[config.mk]
export PLATFORM = sky130hd
export DESIGN_NAME = vga_scan_driver
export DESIGN_NICKNAME = d
export VERILOG_FILES = /design/src/rtl/vga_scan_driver.sv
export SDC_FILE = /design/constraint.sdc
export NUM_CORES = 1
export LEC_CHECK = 0
export CAP_MARGIN = 20
export CORE_MARGIN = 2
export CORE_UTILIZATION = 38
export DETAILED_ROUTE_END_ITERATION = 7
export PLACE_DENSITY = 0.84
export SETUP_SLACK_MARGIN = 0.3
export SYNTH_ARGS = -nofsm -noshare
export SYNTH_HDL_FRONTEND = slang
export SYNTH_SLANG_ARGS = --single-unit
[constraint.sdc]
create_clock -name iCLK -period 3.3 [get_ports iCLK]
set_input_delay 0.99 -clock iCLK [delete_from_list [all_inputs] [get_ports iCLK]]
set_output_delay 0.99 -clock iCLK [all_outputs]
set_load 0.01 [all_outputs]
[src/rtl/vga_scan_driver.sv]
// vga_scan_driver: 640x480@60 VGA timing, pixel coordinates, per-frame audio latch and registered DAC outputs
module vga_scan_driver #(
    parameter int H_ACTIVE = 640,
    parameter int H_FP     = 16,
    parameter int H_SYNC   = 96,
    parameter int H_BP     = 48,
    parameter int V_ACTIVE = 480,
    parameter int V_FP     = 10,
    parameter int V_SYNC   = 2,
    parameter int V_BP     = 33,
    parameter int CW       = 10,
    parameter int AW       = 16
) (
    input  logic          iCLK,
    input  logic          iRST,
    input  logic [CW-1:0] iR,
    input  logic [CW-1:0] iG,
    input  logic [CW-1:0] iB,
    input  logic [AW-1:0] iAudL,
    input  logic [AW-1:0] iAudR,
    output logic [9:0]    oX,
    output logic [9:0]    oY,
    output logic [AW-1:0] oAudL,
    output logic [AW-1:0] oAudR,
    output logic [CW-1:0] oVGA_R,
    output logic [CW-1:0] oVGA_G,
    output logic [CW-1:0] oVGA_B,
    output logic          oVGA_HS,
    output logic          oVGA_VS,
    output logic          oVGA_BLANK,
    output logic          oFrameStart
);
    localparam logic [9:0] HA  = 10'(H_ACTIVE);
    localparam logic [9:0] HT  = 10'(H_ACTIVE + H_FP + H_SYNC + H_BP);
    localparam logic [9:0] HS0 = 10'(H_ACTIVE + H_FP);
    localparam logic [9:0] HS1 = 10'(H_ACTIVE + H_FP + H_SYNC);
    localparam logic [9:0] VA  = 10'(V_ACTIVE);
    localparam logic [9:0] VT  = 10'(V_ACTIVE + V_FP + V_SYNC + V_BP);
    localparam logic [9:0] VS0 = 10'(V_ACTIVE + V_FP);
    localparam logic [9:0] VS1 = 10'(V_ACTIVE + V_FP + V_SYNC);

    logic [9:0]    hcnt_q, hcnt_d, vcnt_q, vcnt_d;
    logic [CW-1:0] r_q, g_q, b_q;
    logic [AW-1:0] aud_l_q, aud_r_q;
    logic          hs_q, vs_q, blank_q, fs_q;
    logic          h_wrap, active, hs_d, vs_d, aud_cap;

    // Next counter position, and visibility/sync decode of the current pixel
    always_comb begin
        h_wrap  = hcnt_q == HT - 10'd1;
        hcnt_d  = h_wrap ? 10'd0 : hcnt_q + 10'd1;
        vcnt_d  = h_wrap ? ((vcnt_q == VT - 10'd1) ? 10'd0 : vcnt_q + 10'd1) : vcnt_q;
        active  = hcnt_q < HA && vcnt_q < VA;
        hs_d    = !(hcnt_q >= HS0 && hcnt_q < HS1);
        vs_d    = !(vcnt_q >= VS0 && vcnt_q < VS1);
        aud_cap = h_wrap && vcnt_q == VA - 10'd1;
    end

    // Counters plus one output stage so sync, blank and colour leave on the same edge
    always_ff @(posedge iCLK or posedge iRST) begin
        if (iRST) begin
            hcnt_q  <= '0;
            vcnt_q  <= '0;
            r_q     <= '0;
            g_q     <= '0;
            b_q     <= '0;
            hs_q    <= 1'b1;
            vs_q    <= 1'b1;
            blank_q <= 1'b0;
            fs_q    <= 1'b0;
            aud_l_q <= '0;
            aud_r_q <= '0;
        end else begin
            hcnt_q  <= hcnt_d;
            vcnt_q  <= vcnt_d;
            r_q     <= active ? iR : '0;
            g_q     <= active ? iG : '0;
            b_q     <= active ? iB : '0;
            hs_q    <= hs_d;
            vs_q    <= vs_d;
            blank_q <= active;
            fs_q    <= hcnt_q == 10'd0 && vcnt_q == 10'd0;
            if (aud_cap) begin
                aud_l_q <= iAudL;
                aud_r_q <= iAudR;
            end
        end
    end

    assign oX          = hcnt_q;
    assign oY          = vcnt_q;
    assign oAudL       = aud_l_q;
    assign oAudR       = aud_r_q;
    assign oVGA_R      = r_q;
    assign oVGA_G      = g_q;
    assign oVGA_B      = b_q;
    assign oVGA_HS     = hs_q;
    assign oVGA_VS     = vs_q;
    assign oVGA_BLANK  = blank_q;
    assign oFrameStart = fs_q;
endmodule

==> flow_summary.ini <==
[layout]
multiInputGateArea_um2 = 1120
fillers = 688
nets = 473
drive_gt1_frac = 0.0610
syn_to_final_growth_pct = 55.8
seq_area_um2 = 2150
antenna-diode-count = 0

[cts]
post_cts_resize_count = 0
cts_max_level = 3
root_buffer = clkbuf_8
cts_tree = built
cts_hold_buffers = 0
clkSinkCount = 86
clock_path_buffers = 2
clk_pin_slew_worst_paths_ns = 0.08
insertion_delay_ns = 0.35
post_cts_buffers = 0
numCtsBuffers = 9

[grt]
grt_pass1_wl_mm = 12.6
grt_max_degree = 34
overflow = 0
track_usage = 0.166
grt_pass1_vias = 2590
antenna_found_initial = 0

[timing]
setup_tns_ns = 0
setup_viol = 0
hold_viol_final = 0
rsz0062_at_grt = no
fmax_mhz = 396
period_share = 0.766
finalCriticalPeriod_ns = 2.53
clock-skew-final_ns = 0.0151
final-max-slew-violation-count = 0
fin_ws_ns = 0.772
max-slew-margin-rel = 0.576
worst_pin_slew_ns = 0.634

[critical_path]
startpoint = oY[9]$_DFFE_PP0N_
cp_slowest_stage_delay_ns = 0.64
setup.worst_path.end = oY[9]
r2r_cells = 6
cp_max_fo = 9
cp_num_cells = 1
crit_type = flop to output port
worstSetupEndpointType = output port
r2r-start = oX[0]$_DFF_PP0_
critPathLaunchType = flop
reg2reg_slack_ns = 0.95
cp.required_ns = 2.31
path_delay_family = buffers and inverters
path_cells = clkdlybuf4s50_1
crit_path_top_delay_cell = clkdlybuf4s50_1
cp.arrival_ns = 1.54
reg2reg_to = oAudL[2]$_DFFE_PP0P_
worst-path-buf-inv = 1

[power]
p_int_mw = 1.69
vdd_ir_drop_max_uv = 255
leakage_nw = 2.32
power_switching_uw = 424
swShare = 0.201
p_per_area_nw_per_um2 = 404
power.share.clock = 0.414
combPwrFrac = 0.076
power.share.sequential = 0.510
finalPower_mw = 2.11

[placed_design]
gp_congestion = 0.783
hpwl_mm = 5.75
place_ws_ns = 0.969
io_buffers = 149

[yosys]
synth_mux_area_frac = 0.111
synth_fa_ha_area_frac = 0.0149
syn-cell-area_um2 = 3350
avgSynthCellArea_um2 = 13.2
synth_edf_count = 0
synth_compound_area_frac = 0.0142
synth_commonest_cells = dfrtp_1 (84), and2_1 (31), mux2_1 (30)
seq_area_frac_synth = 0.643
ys_ff_latch = 86
synth_fp_nets = 321
synth_ff_type = dfrtp_1
synthSimpleGateAreaFrac = 0.161
async_flop_share = 1.00
synth_cell_types = 34
synth_top_area_share = 0.628
synth_area_leaders = dfrtp_1 (63%), mux2_1 (10%), and2_1 (5.8%)
synth-xor-area-share = 0.0314
yosysMostFrequentCell = dfrtp_1
synth_top_family_by_area = simple AND/OR/NAND/NOR gates
yosys.area.top_type = dfrtp_1
syn_inst = 253
yosysWarnings = 0

[detailed_routing]
firstDrtPassIters = 4
post_drt_wl_per_cell_um = 15.0
wl_met1_mm = 2.97
viasPerCell = 4.89
wl_met3_um = 690
drtAntennaViolNets = 0
wl_met2_mm = 3.88
drc = 0
drt_iter0_drc = 103
vias = 2535
drt_wl_total_mm = 7.77
top_layer_used = met4

[flow_run]
maxCapViolCount = 0

[status]
status = finished, final reports clean

[min_path]
hold_class = flop to flop

[floorplanning]
die_height_um = 97.9
start_util = 0.388
io_pins = 150
die_x_um = 97.9
dieArea_um2 = 9580
rows = 34
core_um2 = 8640
[worst min path at each step]
stage	to	slack, ns	cells after the start	from
finish	oAudL[15]$_DFFE_PP0P_	0.49	1	oAudL[15]$_DFFE_PP0P_
global route	oAudR[5]$_DFFE_PP0P_	0.51	1	oAudR[5]$_DFFE_PP0P_
CTS	oAudR[1]$_DFFE_PP0P_	0.49	1	oAudR[1]$_DFFE_PP0P_
detailed placement	oAudL[10]$_DFFE_PP0P_	0.47	1	oAudL[10]$_DFFE_PP0P_
global placement	oAudR[14]$_DFFE_PP0P_	0.47	1	oAudR[14]$_DFFE_PP0P_
floorplan	oVGA_VS$_DFF_PP1_	0.51	1	oY[1]$_DFFE_PP0N_
[cells in the final DEF, fill, tap and decap left out, types with 3 or more instances in the layout]
master,n
clkdlybuf4s50_1,149
dfrtp_1,84
and2_1,31
mux2_1,30
nor2_1,10
nand3_1,9
clkbuf_8,9
xor2_1,8
nand2_1,8
nand4_1,7
and3_1,7
o21ai_0,6
inv_1,5
nor4_1,4
xnor2_1,4
ha_1,4
nor3_1,3
bufinv_16,3
[worst register-to-register path, cell delays in order (launching register included)]
cell,delay [ns]
dfrtp_1,0.44
ha_1,0.23
and4_1,0.37
nand4_1,0.21
nor4_4,0.17
buf_4,0.40
mux2_2,0.41
[power by group through the flow]
stage                     sequential (mW)  clock [mW]  combinational (mW)
after floorplan                      1.11           0              0.0276
after global placement               1.10           0               0.163
after detailed placement             1.10           0               0.165
after CTS                            1.08       0.901               0.166
after global routing                 1.08       0.943               0.174
final                                1.08       0.873               0.161
[logic make-up after synthesis]
family / after synthesis
flops: 86
buf+inv: 18
compound gates: 9
xor+xnor: 12
simple gates: 91
mux: 33
fa+ha+maj: 4
[layer usage]
layer,up-vias,global-route usage
met5,-,0
met4,0,0.0673
met3,27,0.0501
met2,136,0.270
met1,1207,0.207
li1,1165,-
[through the flow]
step | utilization | area [um2] | instances | hold WS [ns]
floorplan | - | 3350 | 253 | 0.509
global placement | 0.577 | 4980 | 502 | 0.467
detailed placement | 0.577 | 4980 | 502 | 0.474
CTS | 0.604 | 5220 | 518 | 0.491
global route | 0.604 | 5220 | 518 | 0.506
finish | 0.604 | 5220 | 518 | 0.488
[registers in the layout, summed over array words and instances (netlist names)]
register,cells
oVGA_G,10
oAudL,16
oVGA_VS,1
oVGA_B,10
oFrameStart,1
oAudR,16
oVGA_HS,1
oVGA_BLANK,1
oX,10
oVGA_R,10
oY,10
[area by class of cell]
cell class	count	share of cell area
inverter	6	0.00503
sequential	86	0.413
multi-input combinational	149	0.214
timing repair buffer	153	0.296
clock buffer	11	0.0252
clock inverter	5	0.0206
tap	108	0.0259
Power figures use the tool's default switching activity.
